[config.mk]
export PLATFORM = sky130hd
export DESIGN_NAME = m_dm_rmw_ctrl
export DESIGN_NICKNAME = d
export VERILOG_FILES = /design/src/rtl/m_dm_rmw_ctrl.sv
export SDC_FILE = /design/constraint.sdc
export NUM_CORES = 1
export LEC_CHECK = 0
export ABC_AREA = 1
export CAP_MARGIN = 10
export CORE_MARGIN = 1.5
export CORE_UTILIZATION = 49
export CTS_BUF_LIST = sky130_fd_sc_hd__clkbuf_16
export DETAILED_ROUTE_END_ITERATION = 7
export GPL_TIMING_DRIVEN = 0
export PLACE_DENSITY = 0.86
export SYNTH_ARGS = -nofsm -noshare
export SYNTH_HDL_FRONTEND = slang
export SYNTH_SLANG_ARGS = --single-unit
[constraint.sdc]
create_clock -name clk -period 5.9 [get_ports clk]
set_clock_uncertainty 0.2 [all_clocks]
set_input_delay 1.18 -clock clk [delete_from_list [all_inputs] [get_ports clk]]
set_output_delay 1.18 -clock clk [all_outputs]
set_load 0.01 [all_outputs]
[src/rtl/m_dm_rmw_ctrl.sv]
// m_dm_rmw_ctrl: maps M-stage loads, word stores and partial stores onto a
// word-only memory port. Partial stores go through read-modify-write. The
// pipeline is stalled until the access completes, and read timeouts raise a
// sticky error flag.
module m_dm_rmw_ctrl #(
    parameter int ADDR_W  = 10,
    parameter int TIMEOUT = 16
) (
    input  logic              clk,
    input  logic              reset,
    input  logic              cpu_req,
    input  logic [31:0]       cpu_addr,
    input  logic [3:0]        cpu_byteen,
    input  logic [31:0]       cpu_wdata,
    output logic [31:0]       cpu_rdata,
    output logic              cpu_done,
    output logic              cpu_stall,
    output logic              err,
    output logic              mem_en,
    output logic              mem_we,
    output logic [ADDR_W-1:0] mem_addr,
    output logic [31:0]       mem_wdata,
    input  logic [31:0]       mem_rdata,
    input  logic              mem_rvalid
);

    typedef enum logic [2:0] {
        IDLE     = 3'd0,
        RD_ISSUE = 3'd1,
        RD_WAIT  = 3'd2,
        WR_ISSUE = 3'd3,
        RESP     = 3'd4
    } state_t;

    // Last counter value allowed in RD_WAIT before the read is abandoned.
    localparam logic [7:0] TMO_LAST = 8'(TIMEOUT - 1);

    state_t            state;
    state_t            state_nxt;
    logic [ADDR_W-1:0] addr_q;
    logic [3:0]        byteen_q;
    logic [31:0]       wdata_q;
    logic [31:0]       merge_q;
    logic [7:0]        tmo_cnt;
    logic              rd_hit;
    logic              tmo_hit;
    logic              is_load_q;
    logic              is_word_q;
    logic              unused_addr_bits;

    // Byte-lane merge: new store bytes where enabled, old memory bytes elsewhere.
    function automatic logic [31:0] merge_bytes(input logic [3:0]  be,
                                                input logic [31:0] wd,
                                                input logic [31:0] rd);
        logic [31:0] m;
        for (int i = 0; i < 4; i++) begin
            m[8*i +: 8] = be[i] ? wd[8*i +: 8] : rd[8*i +: 8];
        end
        return m;
    endfunction

    assign unused_addr_bits = ^{cpu_addr[31:ADDR_W+2], cpu_addr[1:0]};

    assign is_load_q = (byteen_q == 4'h0);
    assign is_word_q = (byteen_q == 4'hF);
    // A return arriving on the timeout cycle wins, so timeout requires !rvalid.
    assign rd_hit    = (state == RD_WAIT) && mem_rvalid;
    assign tmo_hit   = (state == RD_WAIT) && !mem_rvalid && (tmo_cnt == TMO_LAST);

    assign mem_addr  = addr_q;
    assign mem_wdata = is_word_q ? wdata_q : merge_q;

    // Control state: FSM register, timeout counter, sticky error, load data.
    always_ff @(posedge clk) begin
        if (reset) begin
            state     <= IDLE;
            tmo_cnt   <= 8'd0;
            err       <= 1'b0;
            cpu_rdata <= 32'd0;
        end else begin
            state <= state_nxt;
            if (state == RD_ISSUE) begin
                tmo_cnt <= 8'd0;
            end else if ((state == RD_WAIT) && !mem_rvalid && !tmo_hit) begin
                tmo_cnt <= tmo_cnt + 8'd1;
            end
            if (tmo_hit) begin
                err       <= 1'b1;
                cpu_rdata <= 32'd0;
            end else if (rd_hit && is_load_q) begin
                cpu_rdata <= mem_rdata;
            end
        end
    end

    // Request capture and merged write word; data path, no reset needed.
    always_ff @(posedge clk) begin
        if ((state == IDLE) && cpu_req) begin
            addr_q   <= cpu_addr[ADDR_W+1:2];
            byteen_q <= cpu_byteen;
            wdata_q  <= cpu_wdata;
        end
        if (rd_hit && !is_load_q) begin
            merge_q <= merge_bytes(byteen_q, wdata_q, mem_rdata);
        end
    end

    // Next-state decode and per-state memory/pipeline strobes.
    always_comb begin
        state_nxt = state;
        mem_en    = 1'b0;
        mem_we    = 1'b0;
        cpu_done  = 1'b0;
        cpu_stall = 1'b0;
        case (state)
            IDLE: begin
                if (cpu_req) begin
                    cpu_stall = 1'b1;
                    state_nxt = (cpu_byteen == 4'hF) ? WR_ISSUE : RD_ISSUE;
                end
            end
            RD_ISSUE: begin
                mem_en    = 1'b1;
                cpu_stall = 1'b1;
                state_nxt = RD_WAIT;
            end
            RD_WAIT: begin
                cpu_stall = 1'b1;
                if (mem_rvalid) begin
                    state_nxt = is_load_q ? RESP : WR_ISSUE;
                end else if (tmo_hit) begin
                    state_nxt = RESP;
                end
            end
            WR_ISSUE: begin
                mem_en    = 1'b1;
                mem_we    = 1'b1;
                cpu_stall = 1'b1;
                state_nxt = RESP;
            end
            RESP: begin
                cpu_done  = 1'b1;
                state_nxt = IDLE;
            end
            default: state_nxt = IDLE;
        endcase
    end

endmodule

==> reports/metrics.yaml <==
run_status: "completed"
ant_nets: 0
rsz0062_at_grt: "no"
grt_overflow: 0
r2r-start: "state[1]"
syn_area_per_cell_um2: 10.28
ys_seq_elements: 122
grt_pass1_vias: 4371
cts_made_buffers: 17
worstRegToRegCells: 6
ctsHtreeMaxLevel: 4
clk_pin_slew_ns: 0.06
cts_resized: 0
required_ns: 4.52
grt_max_degree: 25
clock_latency_ns: 0.40
irDropWorstVdd_mv: 0.2001
hold_path_end: "err"
place.gp.congestion: 0.8964
track_usage_pct: 25.62
seqPwrFrac_pct: 41.1
place_area_um2: 7099
cp_slowest_cell: "clkdlybuf4s50_1"
min_path_cells: 2
setup_tns_ns: 0
drc: 0
synth_warnings: 0
critPathCaptureType: "primary output"
dieArea_um2: 11390
area_delta_synth_final_pct: 45.87
intPower_w: 0.001887
powerDensity_nw_per_um2: 337.1
drv_cap: 0
final.min_clock_period_ns: 3.878
synth_fp_nets: 618
worst_slew_pin_slew_ns: 0.7012
r2r_setup_slack_ns: 3.66
p_total_w: 0.002593
cts_tree: "built"
post_cts_buffers: 0
synth_top_area_cell: "edfxtp_1"
p_comb_share_pct: 19.0
syn_inst: 513
critPathArrivalTime_ns: 2.50
worstSetupPathType: "in -> out"
hold_violations: 0
swShare_pct: 27.23
hp-start: "err"
initial_utilization_pct: 50.84
crit_path_cell_trace: "clkdlybuf4s50_1 > inv_1 > a21oi_1 > clkdlybuf4s50_1"
firstDrtPassIters: 5
cp_num_buf_inv: 3
n_fill_cell: 718
antennaDiodeCount: 0
antenna_found_initial: 0
first_iter_violations: 325
multi_input_area_um2: 1672
core_um2: 10370
dpl.hpwl_um: 9967
timing.hold.ws_ns: 0.2595
grt_pass1_wl_um: 22420
synth_top_area_share_pct: 44.42
post_drt_wl_per_cell_um: 16.73
port_buffers: 160
viasPerCell: 5.230
num_rows: 37
vias: 4409
setup_slack_ns: 2.022
slowest_delay_ns: 0.57
place_ws_ns: 2.040
seq_area_frac_synth_pct: 61.13
slew_viol_final: 0
power_switching_w: 0.0007060
synth_area_um2: 5273
hold_buffers: 0
final-seq-area_um2: 3223
max_freq_ghz: 0.2579
cts.sinks: 122
drive_gt1_share_pct: 15.13
final_common_cell: "clkdlybuf4s50_1"
ctsLongestPathBuffers: 2
layout.cells.most_common_list: "clkdlybuf4s50_1, nand2_1, edfxtp_1"
finalSetupViolations: 0
ios: 183
synth_cell_types: 28
die_h_um: 106.7
die_w_um: 106.7
hp-class: "reg -> reg"
stdcell_area_um2: 7691
synthTopCellsByArea: "edfxtp_1, dfxtp_1, nand2_1"
relSlewSlack_pct: 53.14
routed_wl_um: 14110
timing.rr.end: "wdata_q[9]"
path_delay_family: "buffers and inverters"
fin_crit_sh_pct: 65.72
clockRootBuffer: "clkbuf_16"
worst_path_most_repeated_cell: "clkdlybuf4s50_1"
startpoint_type: "input port"
cp_max_fo: 3
nets: 799
p_leak_nw: 2.908
clkPwrFrac_pct: 39.9
-- per-stage QoR --
step	instances	util (%)
6_report	843	74.17
5_1_grt	843	74.17
4_1_cts	843	74.17
3_5_place_dp	811	68.46
3_3_place_gp	809	67.93
2_1_floorplan	513	-
-- worst max-delay path by stage --
stage / startpoint / end / slack, ns / cells after the start
6_report: cpu_req / cpu_stall / 2.02 / 4
2_1_floorplan: cpu_req / byteen_q[0] / 2.08 / 2
3_5_place_dp: cpu_req / cpu_stall / 2.04 / 4
3_3_place_gp: cpu_req / wdata_q[14] / 0.62 / 3
5_1_grt: cpu_req / cpu_stall / 1.90 / 4
4_1_cts: cpu_req / cpu_stall / 2.02 / 4
-- state kept, by name, indices dropped and copies added (netlist names) --
name       cells
wdata_q       32
tmo_cnt        8
byteen_q       4
cpu_rdata     32
state          3
mem_addr      10
merge_q       32
err            1
-- per-layer routing --
layer,track usage (%),routed length (um),vias up
li1,-,-,2080
met1,32.25,5818,2134
met2,43.86,7152,182
met3,6.748,1030,13
met4,6.667,104,0
met5,0,0,-
-- cells by family (layout without fill, tap and decap cells) --
| kind of cell | count (synthesis) | after routing | synth area share (%) |
|---|---|---|---|
| AOI/OAI and AO/OA | 107 | 107 | 12.36 |
| muxes | 16 | 16 | 3.417 |
| and+or+nand+nor | 194 | 194 | 15.21 |
| buffers and inverters | 71 | 265 | 7.309 |
| xor gates and xnor gates | 2 | 2 | 0.3323 |
| adders and majority gates | 1 | 1 | 0.2373 |
| DFF | 122 | 122 | 61.13 |
-- worst reg2reg max path, delay by kind of cell, from the launching register on --
kind                   cells  cell delay [ns]
buffers and inverters      3             0.47
flip-flops                 1             0.37
AND/OR/NAND/NOR            3             0.90
-- synth_stat cells --
library cell and instances:
ha_1 1, nor2_4 2, nand4_2 1, xnor2_1 1, o21ai_2 30, nor2_2 2
inv_8 1, buf_4 3, nand3_4 1, edfxtp_1 78, dfxtp_1 44, clkbuf_1 6
inv_4 1, nand4_1 2, nand3_1 10, inv_1 46, a21oi_1 39, nor2_1 20
nor3_4 1, o21ai_0 36, nand2_1 154, buf_6 13, inv_2 1, o21a_1 1
nor3_1 1, mux2_2 16, xor2_1 1, a31oi_1 1
-- cell type report --
type	instances	share of cell area, %
clock buffers	17	5.531
well taps	136	2.212
multi-input cells	320	21.73
inverters	49	2.522
clock inverters	15	2.164
repair buffers	162	21.44
flip-flops and latches	122	41.91
plain buffers	22	2.489
-- power groups by stage --
| stage | combinational [W] | clock, W | sequential, W |
|---|---|---|---|
| after floorplan | 0.000244 | 0 | 0.00108 |
| after global placement | 0.000456 | 0 | 0.00109 |
| after detailed placement | 0.000491 | 0 | 0.00108 |
| after CTS | 0.000495 | 0.00105 | 0.00107 |
| after global routing | 0.000534 | 0.00108 | 0.00107 |
| final | 0.000491 | 0.00104 | 0.00107 |
Note: power is estimated with default switching activity, not from simulation.
